[src/rtl/qspi_rx_packer_if.sv]
// Signal bundle between the QSPI sequencer/RX FIFO side and the receive packer.
// The master modport is the controller side; the slave modport is the packer.
interface qspi_rx_packer_if #(
    parameter int CNT_W = 16
) ();
    logic             start_i;
    logic [1:0]       lanes_i;
    logic [CNT_W-1:0] byte_cnt_i;
    logic             abort_i;
    logic             sample_i;
    logic [3:0]       io_i;
    logic             rx_full_i;
    logic             rx_wr_en_o;
    logic [31:0]      rx_wr_data_o;
    logic             stall_o;
    logic             busy_o;
    logic             done_o;
    logic             overflow_o;

    modport master (
        output start_i, lanes_i, byte_cnt_i, abort_i, sample_i, io_i, rx_full_i,
        input  rx_wr_en_o, rx_wr_data_o, stall_o, busy_o, done_o, overflow_o
    );

    modport slave (
        input  start_i, lanes_i, byte_cnt_i, abort_i, sample_i, io_i, rx_full_i,
        output rx_wr_en_o, rx_wr_data_o, stall_o, busy_o, done_o, overflow_o
    );
endinterface

[src/rtl/qspi_rx_packer.sv]
// QSPI receive packer: shifts flash IO samples into MSB-first bytes (1/2/4 lanes),
// packs bytes little-endian into 32-bit words and pushes them to the RX FIFO,
// holding one word pending (and raising stall) while the FIFO is full.
module qspi_rx_packer #(
    parameter int WIDTH = 32,
    parameter int CNT_W = 16
) (
    input logic            clk,
    input logic            reset,
    qspi_rx_packer_if.slave bus
);
    typedef enum logic [1:0] {IDLE, SHIFT, FLUSH} state_t;

    state_t           state, state_nx;
    logic [1:0]       lanes_q;
    logic [CNT_W-1:0] rem_q;
    logic [2:0]       bit_cnt_q;
    logic [7:0]       shift_q;
    logic [1:0]       byte_idx_q;
    logic [WIDTH-1:0] word_q;
    logic [WIDTH-1:0] pend_data_q;
    logic             pend_q;
    logic             overflow_q;
    logic             zero_done_q;

    logic [3:0]       nbits;
    logic [3:0]       bits_sum;
    logic [7:0]       shift_nx;
    logic [WIDTH-1:0] word_ins;
    logic             cap, byte_done, last_byte, word_done;
    logic             wr_en, accept, start_idle;
    logic             busy, fsm_done;

    // Bits per sample and the shifted byte for the latched lane mode
    always_comb begin
        nbits    = 4'd1;
        shift_nx = {shift_q[6:0], bus.io_i[1]};
        case (lanes_q)
            2'b01: begin
                nbits    = 4'd2;
                shift_nx = {shift_q[5:0], bus.io_i[1:0]};
            end
            2'b10: begin
                nbits    = 4'd4;
                shift_nx = {shift_q[3:0], bus.io_i[3:0]};
            end
            default: ;
        endcase
    end

    assign cap        = (state == SHIFT) && bus.sample_i && !bus.abort_i;
    assign bits_sum   = {1'b0, bit_cnt_q} + nbits;
    assign byte_done  = cap && (bits_sum == 4'd8);
    assign last_byte  = byte_done && (rem_q == CNT_W'(1));
    assign word_done  = byte_done && ((byte_idx_q == 2'd3) || last_byte);
    assign word_ins   = word_q | (WIDTH'(shift_nx) << {byte_idx_q, 3'b000});
    // A write in the same cycle frees the pending slot for the new word.
    assign wr_en      = pend_q && !bus.rx_full_i && !bus.abort_i;
    assign accept     = word_done && (!pend_q || wr_en);
    assign start_idle = (state == IDLE) && bus.start_i && !bus.abort_i;

    // FSM state register
    always_ff @(posedge clk or posedge reset) begin
        if (reset) state <= IDLE;
        else       state <= state_nx;
    end

    // FSM next state, busy and final-word done
    always_comb begin
        state_nx = state;
        busy     = 1'b0;
        fsm_done = 1'b0;
        unique case (state)
            IDLE: begin
                if (start_idle && (bus.byte_cnt_i != '0)) state_nx = SHIFT;
            end
            SHIFT: begin
                busy = 1'b1;
                if (last_byte) state_nx = FLUSH;
            end
            FLUSH: begin
                busy     = 1'b1;
                fsm_done = wr_en;
                if (wr_en) state_nx = IDLE;
            end
            default: state_nx = IDLE;
        endcase
        if (bus.abort_i) state_nx = IDLE;
    end

    // Bit/byte assembly: lane/count latch at start, shift and pack while sampling
    always_ff @(posedge clk or posedge reset) begin
        if (reset) begin
            lanes_q    <= 2'b00;
            rem_q      <= '0;
            bit_cnt_q  <= '0;
            shift_q    <= '0;
            byte_idx_q <= '0;
            word_q     <= '0;
        end else if (start_idle) begin
            lanes_q    <= (bus.lanes_i == 2'b11) ? 2'b00 : bus.lanes_i;
            rem_q      <= bus.byte_cnt_i;
            bit_cnt_q  <= '0;
            shift_q    <= '0;
            byte_idx_q <= '0;
            word_q     <= '0;
        end else if (cap) begin
            shift_q   <= shift_nx;
            bit_cnt_q <= bits_sum[2:0];
            if (byte_done) begin
                rem_q      <= rem_q - CNT_W'(1);
                byte_idx_q <= byte_idx_q + 2'd1;
                word_q     <= word_done ? '0 : word_ins;
            end
        end
    end

    // Pending word slot, sticky overflow and zero-length done pulse
    always_ff @(posedge clk or posedge reset) begin
        if (reset) begin
            pend_q      <= 1'b0;
            pend_data_q <= '0;
            overflow_q  <= 1'b0;
            zero_done_q <= 1'b0;
        end else begin
            zero_done_q <= start_idle && (bus.byte_cnt_i == '0);
            if (bus.abort_i) begin
                pend_q <= 1'b0;
            end else if (accept) begin
                pend_q      <= 1'b1;
                pend_data_q <= word_ins;
            end else if (wr_en) begin
                pend_q <= 1'b0;
            end
            if (word_done && !accept) overflow_q <= 1'b1;
        end
    end

    assign bus.rx_wr_en_o   = wr_en;
    assign bus.rx_wr_data_o = pend_data_q;
    assign bus.stall_o      = pend_q && bus.rx_full_i;
    assign bus.busy_o       = busy;
    assign bus.done_o       = fsm_done || zero_done_q;
    assign bus.overflow_o   = overflow_q;
endmodule
[src/flat_wrapper.sv]
// flat-port wrapper written by rule: the top's interface ports become plain ports
module qspi_rx_packer_flat 
#(
    parameter int WIDTH = 32,
    parameter int CNT_W = 16
)
  (clk, reset, bus_start_i, bus_lanes_i, bus_byte_cnt_i, bus_abort_i, bus_sample_i, bus_io_i, bus_rx_full_i, bus_rx_wr_en_o, bus_rx_wr_data_o, bus_stall_o, bus_busy_o, bus_done_o, bus_overflow_o);
  qspi_rx_packer_if #(.CNT_W(CNT_W)) bus_i ();
  input logic clk;
  input logic reset;
  input wire logic [$bits(bus_i.start_i)-1:0] bus_start_i;
  input wire logic [$bits(bus_i.lanes_i)-1:0] bus_lanes_i;
  input wire logic [$bits(bus_i.byte_cnt_i)-1:0] bus_byte_cnt_i;
  input wire logic [$bits(bus_i.abort_i)-1:0] bus_abort_i;
  input wire logic [$bits(bus_i.sample_i)-1:0] bus_sample_i;
  input wire logic [$bits(bus_i.io_i)-1:0] bus_io_i;
  input wire logic [$bits(bus_i.rx_full_i)-1:0] bus_rx_full_i;
  output wire logic [$bits(bus_i.rx_wr_en_o)-1:0] bus_rx_wr_en_o;
  output wire logic [$bits(bus_i.rx_wr_data_o)-1:0] bus_rx_wr_data_o;
  output wire logic [$bits(bus_i.stall_o)-1:0] bus_stall_o;
  output wire logic [$bits(bus_i.busy_o)-1:0] bus_busy_o;
  output wire logic [$bits(bus_i.done_o)-1:0] bus_done_o;
  output wire logic [$bits(bus_i.overflow_o)-1:0] bus_overflow_o;
  assign bus_i.start_i = bus_start_i;
  assign bus_i.lanes_i = bus_lanes_i;
  assign bus_i.byte_cnt_i = bus_byte_cnt_i;
  assign bus_i.abort_i = bus_abort_i;
  assign bus_i.sample_i = bus_sample_i;
  assign bus_i.io_i = bus_io_i;
  assign bus_i.rx_full_i = bus_rx_full_i;
  assign bus_rx_wr_en_o = bus_i.rx_wr_en_o;
  assign bus_rx_wr_data_o = bus_i.rx_wr_data_o;
  assign bus_stall_o = bus_i.stall_o;
  assign bus_busy_o = bus_i.busy_o;
  assign bus_done_o = bus_i.done_o;
  assign bus_overflow_o = bus_i.overflow_o;
  qspi_rx_packer #(.WIDTH(WIDTH), .CNT_W(CNT_W)) u_core (.clk(clk), .reset(reset), .bus(bus_i));
endmodule
[config.mk]
export PLATFORM = sky130hd
export DESIGN_NAME = qspi_rx_packer_flat
export DESIGN_NICKNAME = d
export VERILOG_FILES = /design/src/rtl/qspi_rx_packer_if.sv /design/src/rtl/qspi_rx_packer.sv /design/src/flat_wrapper.sv
export SDC_FILE = /design/constraint.sdc
export NUM_CORES = 1
export LEC_CHECK = 0
export ABC_AREA = 0
export BUFFER_PORTS_ARGS = -buffer_cell sky130_fd_sc_hd__buf_2
export CAP_MARGIN = 40
export CORE_MARGIN = 2
export CORE_UTILIZATION = 52
export CTS_CLUSTER_DIAMETER = 50
export CTS_CLUSTER_SIZE = 12
export DETAILED_ROUTE_END_ITERATION = 10
export PLACE_DENSITY = 0.7
export REMOVE_ABC_BUFFERS = 1
export SLEW_MARGIN = 0
export SYNTH_ARGS = -nofsm -noshare
export SYNTH_HDL_FRONTEND = slang
export SYNTH_SLANG_ARGS = --single-unit
[constraint.sdc]
create_clock -name clk -period 6.7 [get_ports clk]
set_input_delay 1.675 -clock clk [delete_from_list [all_inputs] [get_ports clk]]
set_output_delay 1.675 -clock clk [all_outputs]
set_load 0.01 [all_outputs]
==> impl_results.md, run 1 <==
* Reg2reg end: u_core.word_q[0]$_DFFE_PP0P_
* Reg clk slew, reported paths at about 100 ps
* Diodes inserted at 0
* Rows at 34
* CTS tree: built
* Post-Syn Area per Cell at about 9.2 µm²
* H-tree Lvls at 3
* Layout Cells excl Fill at a little under 700
* Routed len/inst at ~15 µm
* Worst Skew at 17.14 ps
* Gpl congestion at 0.8130
* Max frequency at 0.2489 GHz
* Critical R2R Launch: u_core.lanes_q[0]$_DFFE_PP0P_
* R2R cell count at 11
* Final setup margin at 2682 ps
* DR vias at approximately 3800
* Hold path start: u_core.bus.rx_wr_data_o[5]$_DFFE_PP0P_
* Outcome: completed
* Die height at between 90 and 100 µm
* # hold bufs at CTS at 0
* Setup TNS at 0 ps
* Dpl cells at 659
* DRT iter0 DRCs at roughly 190
* Leakage at between 2 and 2.5 nW
* Post-Route WL at about 10 mm
* Sequential-to-total area share from yosys stat at 0.5297
* Worst setup SP type: input pin
* Peak supply drop at ~0.13 mV
* FF+latch count, synth at 99
* Share of layout cells above drive strength 1 at 0.1834
* Initial antenna violation count at 0
* Core box area at 8721 µm²
* WP data required at between 5000 and 6000 ps
* Crit path max fanout at 3
* Total track usage at 0.2198
* Max_cap viols at 0
* Initial Utilization at 0.5363
* Worst skew pair latency at between 300 and 400 ps
* Cell area after synthesis at approximately 4700 µm²
* Number of global-route vias before repair at approximately 3600
* # DRC at 0
* Synthesis Warnings at 0
* Total die area at 9768 µm²
* Minimum clock period after layout at 4018 ps
* Top Ports at 65
* Crit Path Class: in2out
* Post-CTS sizing at 0
* Fin nets at between 600 and 700
* PwrDens at ~240 nW/µm²
* Syn Inst Count at between 500 and 600
* Vias per cell at 5.622
* Slew Limit Fails at 0
* Largest net degree at the start of global routing at 70
* PortBufs at 64
* Area grow syn2layout at 14.02%
* Hold Path Stages at 2
* Arr. time, crit path at 2340 ps
* Hold WC Path Type: reg2reg
* GR Overflow Total at 0
* Final setup viols at 0
* Period utilization at 0.5997
* RSZ-0062 raised after global routing: no
* # Post-CTS Setup Buffers at 0
* Sink Count at 99
* Root Driver: clkbuf_8
* Yosys cell types at 42
* First-pass GRT wire length at around 17 mm
* Clk buf depth at 2
* Slew headroom at 0.3467
* Reg2Reg Setup Slack at between 2000 and 3000 ps
* Final Hold Fails at 0
* Antenna Nets Post-Route at 0
* Worst-Margin Slew at about 970 ps
* Num CTS Buffers at 9
* Die W at roughly 99 µm
* Dpl ws at 2658 ps
* Crit end category: primary output
* WHS Endpoint: u_core.bus.rx_wr_data_o[5]$_DFFE_PP0P_
* Placed wire-length estimate at around 7.3 mm
* Pre-Repair DR Iteration Count at 5
logic make-up (layout without fill, tap and decap cells):
group / count (synthesis) / in the layout / synth area share
AOI/OAI and AO/OA: 157 / 157 / 0.1792
xor gates and xnor gates: 17 / 17 / 0.03184
adders and majority gates: 13 / 13 / 0.03638
buffers and inverters: 42 / 101 / 0.03612
DFF: 99 / 99 / 0.5297
and+or+nand+nor: 180 / 180 / 0.1867
registers in the layout, summed over array words and instances (netlist names), 2 cells and up:
register                 cells
u_core.bit_cnt_q             3
u_core.bus.rx_wr_data_o     32
u_core.byte_idx_q            2
u_core.lanes_q               2
u_core.rem_q                16
u_core.shift_q               7
u_core.state                 2
u_core.word_q               32
worst max-delay path, stage by stage:
cell	delay (ps)
buf_2	110
nand2b_1	160
nor2_1	140
a21o_1	130
buf_2	120
worst max path at each step:
stage,end,cells past startpoint,from
6_report,bus_done_o,5,bus_rx_full_i
2_1_floorplan,u_core.bus.rx_wr_data_o[0]$_DFFE_PP0P_,5,bus_abort_i
3_3_place_gp,u_core.rem_q[1]$_DFFE_PP0P_,6,bus_abort_i
3_5_place_dp,bus_done_o,5,bus_rx_full_i
4_1_cts,bus_done_o,5,bus_rx_full_i
5_1_grt,u_core.word_q[2]$_DFFE_PP0P_,11,u_core.lanes_q[0]$_DFFE_PP0P_
cell usage in the layout, fill, tap and decap left out, drive strengths merged, types with 12 or more instances in the layout:
| cell | netlist | final |
|---|---|---|
| xnor2 | 15 | 15 |
| nand2 | 80 | 80 |
| buf | 9 | 74 |
| nor4 | 17 | 17 |
| inv | 11 | 14 |
| nor2 | 49 | 49 |
| a21oi | 71 | 71 |
| ha | 12 | 12 |
| dfrtp | 99 | 99 |
| o21ai | 62 | 62 |
metrics by stage:
step,power [mW],area [µm²],util,hold WS (ps)
4_1_cts,1.288,5333,0.6115,489.6
2_1_floorplan,0.8257,4549,-,463.3
6_report,1.280,5333,0.6115,484.3
5_1_grt,1.346,5333,0.6115,512.8
3_3_place_gp,0.8899,5049,0.5789,457.3
3_5_place_dp,0.9080,5132,0.5885,466.4
power breakdown:
group | internal [mW] | switching [mW] | leakage, nW
combinational | 0.0822 | 0.151 | 0.983
clock | 0.149 | 0.234 | 0.103
sequential | 0.630 | 0.0336 | 1.35
synth_stat cells, drive strengths merged:
library cell / count / area, µm²
nand4: 2 / 12.51
and2: 3 / 18.77
or4: 3 / 22.52
a311oi: 1 / 8.760
o21ai: 62 / 310.3
ha: 12 / 150.1
nor4: 17 / 162.7
nand2b: 2 / 12.51
or3: 3 / 18.77
nor2b: 3 / 18.77
and4: 1 / 8.760
a22oi: 6 / 45.04
nand2: 80 / 300.3
xor2: 2 / 17.52
or2: 1 / 6.260
dfrtp: 99 / 2477
nand3b: 3 / 22.52
o2111ai: 1 / 8.760
xnor2: 15 / 131.4
o21a: 1 / 7.510
nor4b: 2 / 23.77
a211oi: 1 / 7.510
nor3: 3 / 15.01
nor2: 49 / 183.9
fa: 1 / 20.02
o21bai: 1 / 7.510
nor3b: 1 / 7.510
nand3: 4 / 20.02
o211ai: 2 / 15.01
a21o: 3 / 22.52
inv: 11 / 41.29
buf: 9 / 45.04
clkbuf: 22 / 82.58
and3: 3 / 18.77
a21oi: 71 / 355.3
a31oi: 8 / 50.05
routing by layer:
metal  wire, µm  vias up  share of wire  GRT usage
li1           -     1865              -          -
met5          0        -              0          0
met3        452       13          0.044    0.02624
met4        175        0          0.017    0.07587
met2       5085      103           0.50     0.3649
met1       4548     1814           0.44     0.3014
final cells by class:
class | count | area, µm²
Inverter | 11 | 42.54
Clock buffer | 9 | 123.9
Fill cell | 798 | 3388
Tap cell | 108 | 135.1
Multi-Input combinational cell | 367 | 2051
Clock inverter | 7 | 76.32
Timing Repair Buffer | 74 | 426.7
Sequential cell | 99 | 2477
No activity file was read; power rests on OpenSTA's default activity.
==> run 2, diff against run 1 <==
- ABC_AREA: 0 -> 1
- PLACE_DENSITY: 0.7 -> 0.69
- clock period: 6.7 -> 3.8 ns (I/O delays scaled with it)
==> run 2 against run 1 <==
Effect of this change: combinational power increased to 5.6 times the previous value; final cell count increased by 29%; area after synthesis increased by 17%; clock power increased by 73%; via count increased by 21%; worst hold slack got worse by 12 ps; core utilization decreased by 2.9 points; setup slack got worse by 1900 ps; global-route usage increased by 2.4 points; sequential cell count unchanged; critical path depth increased by 7; critical path type is now reg2reg; critical endpoint is now u_core.word_q[25]$_DFFE_PP0P_.
==> impl_results.md, run 2 <==
* DR vias at 4593 (+21%)
* Adder-Cell Fraction of Synth Area at 0.03121 (-0.005169)
* Dpl ws at 725.7 ps (-1933 ps)
* Num CTS Buffers at 9 (unchanged)
* Multi-input logic area at 2456 µm² (+20%)
* Largest net degree at the start of global routing at 54 (-23%)
* Final setup viols at 0 (unchanged)
* Die W at 106.4 µm (+7.6%)
* Hold WC Path Type: reg2reg
* # hold bufs at CTS at 0 (unchanged)
* Fillcell total at 949 (+19%)
* Initial Utilization at 0.5328 (-0.003462)
* FF+latch count, synth at 99 (unchanged)
* # DRC at 0 (unchanged)
* Routed len/inst at 14.66 µm (-3.6%)
* Rows at 37 (+8.8%)
* CTS tree: built
* Post-CTS sizing at 0 (unchanged)
* Final setup margin at 740.9 ps (-1941 ps)
* Crit path cell chain: inv_1, ha_1, ha_1, inv_1, fa_1, xor2_1, nand2_2, nor2_8, buf_4, nor2_4, nand2_1, a21boi_0
* Worst path buffer plus inverter count at 3 (+1)
* Compound-cell area share of the yosys netlist at 0.08423 (-0.09501)
* Synth Area in XOR/XNOR at 0.02410 (-0.007736)
* PortBufs at 64 (unchanged)
* Root Driver: clkbuf_8
* Core box area at 10230 µm² (+17%)
* Worst path top cell family by delay: adder cells
* Commonest non-fill, non-tap cell in the layout: nand2_1
* Total track usage at 0.2434 (+0.02358)
* Crit end category: flop
* Layout Cells excl Fill at 869 (+29%)
* Ys flop type: dfrtp_1
* Share of the synthesized area in the top cell type at 0.4544 (-0.07525)
* Total die area at 11320 µm² (+16%)
* Vias per cell at 5.285 (-6.0%)
* Reg clk slew, reported paths at 90 ps (about the same)
* FF/Latch Area at 2477 µm² (unchanged)
* Die height at 106.4 µm (+7.6%)
* Worst-Margin Slew at 735.0 ps (-238.4 ps)
* First-pass GRT wire length at 21.89 mm (+27%)
* Initial antenna violation count at 0 (unchanged)
* PwrDens at 552.3 nW/µm² (+130%)
* Crit Path Class: reg2reg
* EDFF count, synth at 0 (unchanged)
* Area leader, netlist: dfrtp_1
* Synthesis Warnings at 0 (unchanged)
* Commonest cells after routing, fill and taps aside: 227 x nand2_1, 99 x dfrtp_1, 78 x inv_1
* Slowest Stage Delay on Critical Path at 480 ps (+320 ps)
* Leakage at 3.182 nW (+30%)
* Dpl cells at 853 (+29%)
* Cell area after layout at 5963 µm² (+12%)
* Dominant cells by area after synthesis: dfrtp_1 45%, nand2_1 16%, inv_1 5.4%
* Setup TNS at 0 ps (unchanged)
* CP max-delay cell: nor2_4
* Sink Count at 99 (unchanged)
* Diodes inserted at 0 (unchanged)
* Minimum clock period after layout at a little over 3000 ps
* Clk buf depth at 2 (unchanged)
* Area grow syn2layout at 9.387%
* Share of layout cells above drive strength 1 at 0.1583 (-0.02517)
* Pre-Repair DR Iteration Count at 5 (unchanged)
* Simple logic cell fraction of the synthesized area at 0.3110 (+0.1243)
* DP Area at 5773 µm² (+12%)
* Top Ports at 65 (unchanged)
* Cell area after synthesis at 5451 µm² (+17%)
* Gpl congestion at 0.8719 (+7.2%)
* Slew headroom at 0.5100 (+0.1633)
* WP data required at 4090 ps (-940 ps)
* Post-Route WL at 12.74 mm (+24%)
* Sequential-to-total area share from yosys stat at 0.4544 (-0.07525)
* Outcome: completed
* Final Util at 0.5829 (-0.02862)
* Worst skew pair latency at 370 ps (about the same)
* # Post-CTS Setup Buffers at 0 (unchanged)
* Syn Inst Count at 679 (+34%)
* Slew Limit Fails at 0 (unchanged)
* Fin nets at 769 (+28%)
* Max_cap viols at 0 (unchanged)
* DRT iter0 DRCs at 197 (+4.2%)
* Number of global-route vias before repair at 4578 (+28%)
* Final Hold Fails at 0 (unchanged)
* Top-count cell post-synth: nand2_1
* Tot Pwr at 3.294 mW (+160%)
* Post-synth top cells: 227 x nand2_1, 99 x dfrtp_1, 79 x inv_1
* H-tree Lvls at 3 (unchanged)
* GR Overflow Total at 0 (unchanged)
* Worst Skew at 8.596 ps (-8.548 ps)
* RSZ-0062 raised after global routing: no
* Yosys cell types at 36 (-14%)
* Ys async rst share at 1.000 (unchanged)
* Worst setup SP type: flop
* Period utilization at 0.8050
* Crit path max fanout at 29 (+26)
* Arr. time, crit path at 3350 ps (+1010 ps)
* Mux share of post-synthesis cell area at 0 (unchanged)
* Post-Syn Area per Cell at 8.029 µm² (-13%)
* Final hold slack at 472.1 ps (-12.16 ps)
* Largest family of logic cells by synthesized area: simple AND/OR/NAND/NOR gates
* Antenna Nets Post-Route at 0 (unchanged)
* Placed wire-length estimate at 8.936 mm (+22%)
* Max frequency at 0.3269 GHz
* Peak supply drop at 0.2583 mV (+96%)
==> run 2: path summary, 6_finish.rpt <==
path	start	end	slack, ps	depth (start not counted)
hold / removal	u_core.bus.rx_wr_data_o[11]$_DFFE_PP0P_	u_core.bus.rx_wr_data_o[11]$_DFFE_PP0P_	470	2
setup reg to reg	u_core.lanes_q[0]$_DFFE_PP0P_	u_core.word_q[25]$_DFFE_PP0P_	740	12
max in group asynchronous	reset	u_core.word_q[1]$_DFFE_PP0P_	2460	3
min in group asynchronous	reset	u_core.shift_q[1]$_DFFE_PP0P_	650	2
setup / recovery	u_core.lanes_q[0]$_DFFE_PP0P_	u_core.word_q[25]$_DFFE_PP0P_	740	12
hold reg to reg	u_core.bus.rx_wr_data_o[11]$_DFFE_PP0P_	u_core.bus.rx_wr_data_o[11]$_DFFE_PP0P_	470	2
==> run 2: final cells by class <==
| type | instances | area share |
|---|---|---|
| flip-flops and latches | 99 | 0.4154 |
| multi-input cells | 468 | 0.4119 |
| repair buffers | 67 | 0.05959 |
| inverters | 83 | 0.05266 |
| well taps | 136 | 0.02854 |
| clock buffers | 13 | 0.02833 |
| clock inverters | 3 | 0.003567 |
==> run 2: kinds of logic (layout without fill, tap and decap cells) <==
| logic type | Yosys count | in the layout |
|---|---|---|
| buf+inv | 112 | 166 |
| compound gates | 66 | 66 |
| fa+ha+maj | 13 | 13 |
| xor+xnor | 15 | 15 |
| flops | 99 | 99 |
| simple gates | 374 | 374 |
==> run 2: report_power, final <==
part           total, mW  leakage [nW]  switching [mW]  internal, mW
combinational       1.30          1.74           0.891         0.411
sequential          1.33          1.35           0.129          1.20
clock              0.664        0.0956           0.371         0.293
total               3.29          3.18            1.39          1.90
==> run 2: metal layers <==
layer	part of all wire	GRT usage	up-vias
met5	0	0	-
met4	0.019	0.08741	0
met3	0.037	0.03617	16
met2	0.48	0.4011	103
met1	0.46	0.3276	2200
li1	-	-	2274
==> run 2: worst register-to-register path, stage by stage (launching register included) <==
cell      delay (ps)
dfrtp_1          390
inv_1             70
ha_1             390
ha_1             220
inv_1             70
fa_1             380
xor2_1           200
nand2_2          120
nor2_8            80
buf_4            250
nor2_4           480
nand2_1          120
a21boi_0         220
